--- src/rtl/audio_pkg.sv ---
`default_nettype none
// ============================================================================
// Module   : audio_pkg
// Brief    : Shared widths, constants and helpers for the covox/beeper mixer.
// Revision : 1.0 - initial release
// ============================================================================
package audio_pkg;

  localparam int MIX_W    = 10;
  localparam int SAMPLE_W = 8;

  localparam logic [SAMPLE_W-1:0] COVOX_MID = 8'h80;
  localparam logic [MIX_W-1:0]    MIX_MAX   = 10'h3FF;

  typedef logic [MIX_W-1:0]    mix_t;
  typedef logic [SAMPLE_W-1:0] sample_t;

  // Clamp the one-bit-wider raw mix back into the modulator range.
  function automatic mix_t sat_mix(input logic [MIX_W:0] raw);
    return raw[MIX_W] ? MIX_MAX : raw[MIX_W-1:0];
  endfunction

endpackage
`default_nettype wire

--- src/rtl/strobe_sync.sv ---
`default_nettype none
// ============================================================================
// Module   : strobe_sync
// Brief    : Two-flop synchroniser with a one-cycle falling-edge pulse.
// Revision : 1.0 - initial release
// ============================================================================
module strobe_sync (
  input  logic clk,
  input  logic rst_n,
  input  logic i_async,
  output logic o_fall
);

  logic r_s1;
  logic r_s2;
  logic r_s3;

  always_ff @(posedge clk or negedge rst_n) begin
    if (!rst_n) begin
      r_s1 <= 1'b0;
      r_s2 <= 1'b0;
      r_s3 <= 1'b0;
    end else begin
      r_s1 <= i_async;
      r_s2 <= r_s1;
      r_s3 <= r_s2;
    end
  end

  assign o_fall = r_s3 & ~r_s2;

endmodule
`default_nettype wire

--- src/rtl/covox_beeper_sdm.sv ---
`default_nettype none
// ============================================================================
// Module   : covox_beeper_sdm
// Brief    : Covox sample latch, beeper/tapeout mixer and first-order
//            sigma-delta DAC. Optional sample FIFO: define COVOX_FIFO_EN.
// Revision : 1.0 - initial release
// ============================================================================
module covox_beeper_sdm
  import audio_pkg::*;
#(
  parameter mix_t BEEP_LVL   = 10'd256,
  parameter mix_t TAPE_LVL   = 10'd64,
  parameter int   SAMPLE_DIV = 160,
  parameter int   FIFO_DEPTH = 4
) (
  input  logic       cpu_clock,
  input  logic       reset,
  input  logic       covox_sel,
  input  logic [7:0] d,
  input  logic       beeper,
  input  logic       tapeout,
  output logic       audio_out,
  output logic [2:0] fifo_level
);

  // fifo_level is 3 bits, so only power-of-two depths up to 4 are representable.
  if (!((FIFO_DEPTH == 2 || FIFO_DEPTH == 4) && SAMPLE_DIV >= 2)) begin : g_cfg_check
    $error("covox_beeper_sdm: unsupported FIFO_DEPTH/SAMPLE_DIV");
  end

  sample_t        r_d_hold;
  sample_t        r_cur_sample;
  logic           w_commit;
  logic [MIX_W:0] w_mix_raw;
  mix_t           w_mix;
  mix_t           r_acc;
  logic [MIX_W:0] w_sum;

  strobe_sync u_covox_sync (
    .clk     (cpu_clock),
    .rst_n   (reset),
    .i_async (covox_sel),
    .o_fall  (w_commit)
  );

  // Last byte seen while the strobe is high is the one committed.
  always_ff @(posedge cpu_clock or negedge reset) begin
    if (!reset) begin
      r_d_hold <= COVOX_MID;
    end else if (covox_sel) begin
      r_d_hold <= d;
    end
  end

`ifdef COVOX_FIFO_EN
  localparam int PTR_W = $clog2(FIFO_DEPTH);
  localparam int DIV_W = $clog2(SAMPLE_DIV);

  logic [DIV_W-1:0] r_div;
  logic             w_tick;
  sample_t          r_mem [FIFO_DEPTH];
  logic [PTR_W-1:0] r_wr;
  logic [PTR_W-1:0] r_rd;
  logic [2:0]       r_level;
  logic             w_pop;
  logic             w_push;

  assign w_tick = (r_div == DIV_W'(SAMPLE_DIV - 1));
  assign w_pop  = w_tick && (r_level != 3'd0);
  // A full FIFO still accepts a push when the same cycle pops.
  assign w_push = w_commit && ((r_level != 3'(FIFO_DEPTH)) || w_pop);

  always_ff @(posedge cpu_clock or negedge reset) begin
    if (!reset) begin
      r_div <= '0;
    end else if (w_tick) begin
      r_div <= '0;
    end else begin
      r_div <= r_div + DIV_W'(1);
    end
  end

  always_ff @(posedge cpu_clock or negedge reset) begin
    if (!reset) begin
      for (int i = 0; i < FIFO_DEPTH; i++) begin
        r_mem[i] <= COVOX_MID;
      end
      r_wr    <= '0;
      r_rd    <= '0;
      r_level <= 3'd0;
    end else begin
      if (w_push) begin
        r_mem[r_wr] <= r_d_hold;
        r_wr        <= r_wr + PTR_W'(1);
      end
      if (w_pop) begin
        r_rd <= r_rd + PTR_W'(1);
      end
      case ({w_push, w_pop})
        2'b10:   r_level <= r_level + 3'd1;
        2'b01:   r_level <= r_level - 3'd1;
        default: r_level <= r_level;
      endcase
    end
  end

  always_ff @(posedge cpu_clock or negedge reset) begin
    if (!reset) begin
      r_cur_sample <= COVOX_MID;
    end else if (w_pop) begin
      r_cur_sample <= r_mem[r_rd];
    end
  end

  assign fifo_level = r_level;
`else
  always_ff @(posedge cpu_clock or negedge reset) begin
    if (!reset) begin
      r_cur_sample <= COVOX_MID;
    end else if (w_commit) begin
      r_cur_sample <= r_d_hold;
    end
  end

  assign fifo_level = 3'd0;
`endif

  assign w_mix_raw = (MIX_W+1)'({r_cur_sample, 1'b0})
                   + (beeper  ? (MIX_W+1)'(BEEP_LVL) : '0)
                   + (tapeout ? (MIX_W+1)'(TAPE_LVL) : '0);
  assign w_mix     = sat_mix(w_mix_raw);

  // Carry out of the phase accumulator is the output bit; density = mix/1024.
  assign w_sum = {1'b0, r_acc} + {1'b0, w_mix};

  always_ff @(posedge cpu_clock or negedge reset) begin
    if (!reset) begin
      r_acc     <= '0;
      audio_out <= 1'b0;
    end else begin
      r_acc     <= w_sum[MIX_W-1:0];
      audio_out <= w_sum[MIX_W];
    end
  end

endmodule
`default_nettype wire
--- config.mk ---
export PLATFORM = sky130hd
export DESIGN_NAME = covox_beeper_sdm
export DESIGN_NICKNAME = d
export VERILOG_FILES = /design/src/rtl/audio_pkg.sv /design/src/rtl/strobe_sync.sv /design/src/rtl/covox_beeper_sdm.sv
export SDC_FILE = /design/constraint.sdc
export NUM_CORES = 1
export LEC_CHECK = 0
export ABC_AREA = 1
export BUFFER_PORTS_ARGS = -buffer_cell sky130_fd_sc_hd__buf_2
export CAP_MARGIN = 20
export CORE_MARGIN = 2
export CORE_UTILIZATION = 50
export CTS_BUF_LIST = sky130_fd_sc_hd__clkbuf_8 sky130_fd_sc_hd__clkbuf_16
export CTS_CLUSTER_DIAMETER = 120
export DETAILED_ROUTE_END_ITERATION = 10
export PLACE_DENSITY = 0.82
export RECOVER_POWER = 50
export SLEW_MARGIN = 10
export SYNTH_ARGS = -nofsm -noshare
export SYNTH_HDL_FRONTEND = slang
export SYNTH_SLANG_ARGS = --single-unit
--- constraint.sdc ---
create_clock -name cpu_clock -period 2.48 [get_ports cpu_clock]
set_clock_uncertainty 0.2 [all_clocks]
set_input_delay 0.248 -clock cpu_clock [delete_from_list [all_inputs] [get_ports cpu_clock]]
set_output_delay 0.248 -clock cpu_clock [all_outputs]
set_load 0.1 [all_outputs]
==> run_results.csv, run 1 <==
group,metric,value,unit
die,fp.dieH,57.7,um
cts,cts_max_level,2,
final_layout,area_growth_syn_to_layout,17.5,%
critical_path,setup.worst_path.start,"r_cur_sample[7]",
critical_path,worst_ep_required_time,2.45,ns
critical_path,cp.buffers_inverters,1,
synth,post_synth.cell_area_avg,8.78,um2
critical_path,timing.critical_path.slowest_cell_delay,0.55,ns
synth,synthesis.area,0.00144,mm2
critical_path,worstReg2RegStart,"r_cur_sample[7]",
critical_path,worst_setup_path_endpoint,"r_acc[9]",
die,floorplan.initialDensity,52.2,%
sta,final_period_minus_worst_setup_slack,2.13,ns
cts,cts.repair_timing.setup_buffer_count,0,
grt,grt_start_max_net_pins,30,
power,leakage,0.921,nW
critical_path,r2r_end,"r_acc[9]",
die,die-width,57.7,um
final_layout,layout-drive-gt1-share,11.5,%
sta,max-slew-margin-rel,2.91,%
cts,clk_path_buf_depth,2,
routing,drt-pass1-iter-count,4,
grt,globalRouteOverflowTotal,0,
critical_path,critical_path.startpoint_type,"flip-flop",
routing,remaining_drc_errors,0,
routing,wl_per_cell,11.7,um
run,max_cap_violations,0,
placed_design,gpl.final_weighted_congestion,0.807,
sta,tightest_slew,1.46,ns
status,outcome,"finished clean",
min_path,holdCritPathClass,"input port to flip-flop",
critical_path,worstRegToRegCells,9,
final_layout,nNetsFinal,216,
critical_path,reg2reg_setup_slack,0.35,ns
die,ios,17,
die,floorplan.rows,19,
routing,drt-vias-per-instance,4.97,
die,die_area,0.00333,mm2
cts,cts_num_sinks,29,
power,vdd_drop_max,0.806,mV
grt,grt_pass1_wl,4.71,mm
grt,grt_antenna_before_repair,0,
power,power_density,1040,mW/mm2
cts,root_buffer,"clkbuf_8",
cts,cts.clk_slew.worst_paths,0.06,ns
synth,ys_seq_elements,29,
synth,synth_warnings,0,
final_layout,fin_cells,222,
sta,finalSetupViolCount,0,
critical_path,critPathTopFamily,"adder cells",
critical_path,cp.arrival,2.10,ns
critical_path,timing.critical_path.depth,9,
final_layout,mostFrequentLayoutCell,"nand2_1",
placed_design,placed_cells,205,
final_layout,diodes,0,
final_layout,most-common-layout-cells,"nand2_1 (51), dfrtp_1 (27), inv_1 (26)",
sta,hold_viol,0,
placed_design,port-buffer-count,13,
routing,vias,1103,
die,design.core.area,0.00276,mm2
critical_path,cpMaxStageDelayCell,"dfstp_2",
synth,post_synth_inst_count,164,
placed_design,place.detailed.hpwl,1.91,mm
critical_path,worstPathMaxFanout,5,
grt,grt_usage,19.7,%
sta,final.period_utilization,85.7,%
routing,routed_wl,2.59,mm
critical_path,crit_path_frequent_cell,"nand2_1",
sta,slew_violations,0,
routing,detailedRoute.firstIterationViolations,24,
synth,fraction_of_the_yosys_area_taken_by_sequential_cells,50.6,%
cts,worst_skew_pair.late_latency,0.28,ns
grt,grt_pass1_vias,1180,
sta,rsz_0062_raised_after_global_routing,"no",
cts,cts_buffer_count,5,
critical_path,end_kind,"flip-flop",
cts,tritoncts,"yes",
sta,timing.fmax,471,MHz
critical_path,crit_type,"flip-flop to flip-flop",
sta,finalHoldWorstSlack,0.148,ns
sta,timing.setup.tns,0,ns
critical_path,crit_path_cell_trace,"ha_1 > xor2_1 > ha_1 > nand2_1 > inv_1 > a21oi_1 > nand2_1 > nand2_1 > nand2_1",
synth,post_synth_num_cell_types,19,
routing,ant_nets,0,
-- state kept, by name (all words and copies together), names as in the netlist --
signal / cells
u_covox_sync.r_s1: 1
audio_out: 1
r_cur_sample: 8
u_covox_sync.r_s2: 1
u_covox_sync.r_s3: 1
r_d_hold: 8
r_acc: 9
-- power by group --
group / total (mW) / switching, mW / leakage (nW) / internal, mW
sequential: 0.647 / 0.0490 / 0.349 / 0.597
clock: 0.373 / 0.180 / 0.0439 / 0.193
combinational: 0.743 / 0.467 / 0.529 / 0.277
total: 1.76 / 0.696 / 0.921 / 1.07
-- worst reg2reg max path: cells and delay by family (launching register included) --
kind	cells	cell delay [ns]
xor gates and xnor gates	1	0.16
adders and majority gates	2	0.59
DFF	1	0.55
and+or+nand+nor	4	0.31
buffers and inverters	1	0.04
AOI/OAI and AO/OA	1	0.18
-- routing by layer --
metal,vias to the layer above,global-route usage [%],part of all wire (%)
met5,-,0,0
met4,0,15.3,5.2
met3,16,6.25,5.0
met2,33,33.9,51
met1,500,19.3,39
li1,554,-,-
-- synth_stat cells --
master,instances,area share (%)
conb_1,1,0.26
nor2_1,4,1.0
a31o_2,1,0.61
ha_1,12,10
a21oi_1,3,1.0
o21ai_0,16,5.6
nor3_1,1,0.35
buf_4,3,1.6
dfstp_2,2,3.6
dfrtp_1,27,47
xnor2_1,3,1.8
nand2_1,51,13
buf_2,2,0.70
or2_1,2,0.87
inv_1,26,6.8
xor2_1,1,0.61
nand3_1,6,2.1
nand3b_1,2,1.0
fa_1,1,1.4
-- area by class of cell --
cell class                 count  area, um2
multi-input combinational    106        589
clock buffer                   5       68.8
inverter                      26       97.6
fill                         214       1060
clock inverter                 3       17.5
tap                           31       38.8
sequential                    29        728
timing repair buffer          22        153
-- through the flow --
| step | instance area, um2 | setup slack (ns) | power, mW | utilization, % |
|---|---|---|---|---|
| 3_3_place_gp | 1520 | 0.492 | 1.32 | 55.1 |
| 5_1_grt | 1690 | 0.227 | 1.93 | 61.4 |
| 3_5_place_dp | 1520 | 0.369 | 1.38 | 55.1 |
| 2_1_floorplan | 1450 | 0.530 | 1.22 | - |
| 6_report | 1690 | 0.355 | 1.76 | 61.4 |
| 4_1_cts | 1700 | 0.358 | 1.78 | 61.5 |
-- kinds of logic after synthesis --
group / count (synthesis) / share of synthesized area [%]
other: 1 / 0.260
buffers and inverters: 31 / 9.04
DFF: 29 / 50.6
xor gates and xnor gates: 4 / 2.43
AOI/OAI and AO/OA: 20 / 7.21
and+or+nand+nor: 66 / 18.7
adders and majority gates: 13 / 11.8
-- worst min-delay path by stage --
stage                 startpoint                 to  slack [ns]  cells past startpoint
2_1_floorplan              reset          audio_out       -0.25                      0
3_3_place_gp               reset           r_acc[2]        0.09                      1
3_5_place_dp               reset           r_acc[2]         0.1                      1
4_1_cts                covox_sel  u_covox_sync.r_s1       0.002                      1
5_1_grt        u_covox_sync.r_s1  u_covox_sync.r_s2        0.17                      0
6_report               covox_sel  u_covox_sync.r_s1        0.15                      1
-- repair_timing --
| action | in CTS | in global routing |
|---|---|---|
| hold endpoints to repair | 35 | 0 |
| setup endpoints to repair | 0 | 0 |
| gates resized for setup | 0 | 0 |
| hold buffers | 9 | 0 |
Power figures use the tool's default switching activity.
==> run 2: changes to the inputs <==
--- a/config.mk
+++ b/config.mk
@@ -9,11 +9,12 @@
 export BUFFER_PORTS_ARGS = -buffer_cell sky130_fd_sc_hd__buf_2
 export CAP_MARGIN = 20
 export CORE_MARGIN = 2
-export CORE_UTILIZATION = 50
+export CORE_UTILIZATION = 30
 export CTS_BUF_LIST = sky130_fd_sc_hd__clkbuf_8 sky130_fd_sc_hd__clkbuf_16
 export CTS_CLUSTER_DIAMETER = 120
 export DETAILED_ROUTE_END_ITERATION = 10
-export PLACE_DENSITY = 0.82
+export HOLD_SLACK_MARGIN = 0.15
+export PLACE_DENSITY = 0.59
 export RECOVER_POWER = 50
 export SLEW_MARGIN = 10
 export SYNTH_ARGS = -nofsm -noshare
==> run_results.csv, run 2 (same netlist as run 1, synthesis figures left out) <==
group,metric,value,unit
status,outcome,"finished with violations",
status,violations,"max-capacitance violations, max-slew violations",
routing,routed_wl,2.64,mm
die,floorplan.initialDensity,30.9,%
critical_path,reg2reg_setup_slack,0.39,ns
routing,wl_per_cell,10.1,um
routing,ant_nets,0,
min_path,holdCritPathClass,"flip-flop to flip-flop",
die,ios,17,
final_layout,largest_reg_flops,9,
die,fp.dieH,73.3,um
die,floorplan.rows,25,
final_layout,layout.cell_area.non_filler,0.00191,mm2
die,die_area,0.00537,mm2
grt,globalRouteOverflowTotal,0,
sta,tightest_slew,1.50,ns
routing,remaining_drc_errors,0,
cts,ctsHoldBuffers,24,
final_layout,mostFrequentLayoutCell,"nand2_1",
final_layout,area_growth_syn_to_layout,32.4,%
grt,grt_antenna_before_repair,0,
routing,vias,1100,
sta,slew_violations,29,
final_layout,reg.largest.list,"r_acc (9), r_cur_sample (8), r_d_hold (8)",
sta,final.period_utilization,94.7,%
cts,cts_max_level,2,
sta,hold_viol,0,
cts,tritoncts,"yes",
cts,root_buffer,"clkbuf_8",
cts,cts.repair.resized,0,
die,die-width,73.3,um
critical_path,worstPathMaxFanout,17,
sta,timing.fmax,426,MHz
final_layout,final_layout_fill_cell_count,451,
sta,final_period_minus_worst_setup_slack,2.35,ns
routing,drt-vias-per-instance,4.23,
cts,cts.clk_slew.worst_paths,0.06,ns
grt,grt_pass1_wl,4.61,mm
cts,clk_path_buf_depth,2,
power,power_density,994,mW/mm2
critical_path,critical_path.startpoint_type,"input port",
power,report.power.total,1.90,mW
grt,grt_usage,11.6,%
cts,worst_skew_pair.late_latency,0.28,ns
routing,drt-pass1-iter-count,4,
cts,cts.repair_timing.setup_buffer_count,0,
routing,detailedRoute.firstIterationViolations,19,
grt,grt_pass1_vias,1101,
placed_design,place.detailed.hpwl,1.62,mm
placed_design,gpl.final_weighted_congestion,0.778,
critical_path,crit_type,"input port to flip-flop",
final_layout,nNetsFinal,231,
sta,timing.setup.tns,0,ns
cts,cts_buffer_count,5,
critical_path,end_kind,"flip-flop",
power,vdd_drop_max,0.560,mV
critical_path,cp.arrival,2.36,ns
die,design.core.area,0.00466,mm2
final_layout,most-common-layout-cells,"nand2_1 (51), dfrtp_1 (27), inv_1 (26)",
sta,rsz_0062_raised_after_global_routing,"no",
run,max_cap_violations,1,
sta,finalSetupViolCount,0,
placed_design,port-buffer-count,13,
critical_path,worst_ep_required_time,2.50,ns
final_layout,layout-drive-gt1-share,11.2,%
final_layout,regMostFlops,"r_acc",
power,leakage,0.992,nW
final_layout,diodes,0,
placed_design,postPlaceCellArea,0.00155,mm2
grt,grt_start_max_net_pins,30,
cts,cts_num_sinks,29,
sta,max-slew-margin-rel,-0.164,%
[run 2: changes by cell type in the layout (fill, tap and decap cells not counted)]
cell | previous run | this run
clkbuf_8 | 5 | 6
buf_2 | 11 | 12
bufinv_16 | 0 | 1
clkbuf_1 | 2 | 1
clkinv_2 | 2 | 0
dlygate4sd3_1 | 9 | 24
[run 2: final timing paths]
path / from / to / cells after the start
min in group asynchronous: reset / r_cur_sample[0] / 2
worst min-delay path: u_covox_sync.r_s1 / u_covox_sync.r_s2 / 0
worst max-delay path: covox_sel / r_d_hold[5] / 6
worst max register to register: r_cur_sample[5] / r_acc[9] / 10
max in group asynchronous: reset / u_covox_sync.r_s3 / 2
worst min register to register: u_covox_sync.r_s1 / u_covox_sync.r_s2 / 0
[run 2: routing by layer]
| metal | vias up | part of all wire, % | global-route usage, % |
|---|---|---|---|
| met5 | - | 0 | 0 |
| met4 | 0 | 2.1 | 5.97 |
| met3 | 6 | 4.4 | 3.98 |
| met2 | 21 | 49 | 19.6 |
| met1 | 486 | 44 | 12.8 |
| li1 | 587 | - | - |
[run 2: critical path: stages]
cell           delay (ns)
dlygate4sd3_1        0.54
buf_2                0.26
nand2_1              0.09
dlygate4sd3_1        0.57
o21ai_0              0.08
dlygate4sd3_1        0.57
[run 2: power by group]
group | leakage [nW] | total (mW) | internal [mW] | switching [mW]
combinational | 0.586 | 0.746 | 0.295 | 0.451
sequential | 0.349 | 0.640 | 0.597 | 0.0428
clock | 0.0574 | 0.510 | 0.326 | 0.183
total | 0.992 | 1.90 | 1.22 | 0.677
[run 2: per-stage QoR]
| stage | utilization, % | instances | hold WS (ns) | setup slack, ns |
|---|---|---|---|---|
| 3_5_place_dp | 33.2 | 228 | 0.111 | 0.414 |
| 6_report | 40.9 | 260 | 0.164 | 0.132 |
| 4_1_cts | 40.9 | 260 | 0.167 | 0.240 |
| 2_1_floorplan | - | 166 | -0.248 | 0.530 |
| 5_1_grt | 40.9 | 260 | 0.174 | 0.0313 |
| 3_3_place_gp | 33.2 | 228 | 0.121 | 0.408 |
[run 2: area by class of cell]
cell class,count,area [um2],share of cell area [%]
Clock inverter,2,37.5,1.97
Tap cell,54,67.6,3.54
Timing Repair Buffer,37,304,15.9
Clock buffer,6,82.6,4.33
Sequential cell,29,728,38.2
Inverter,26,97.6,5.12
Multi-Input combinational cell,106,589,30.9
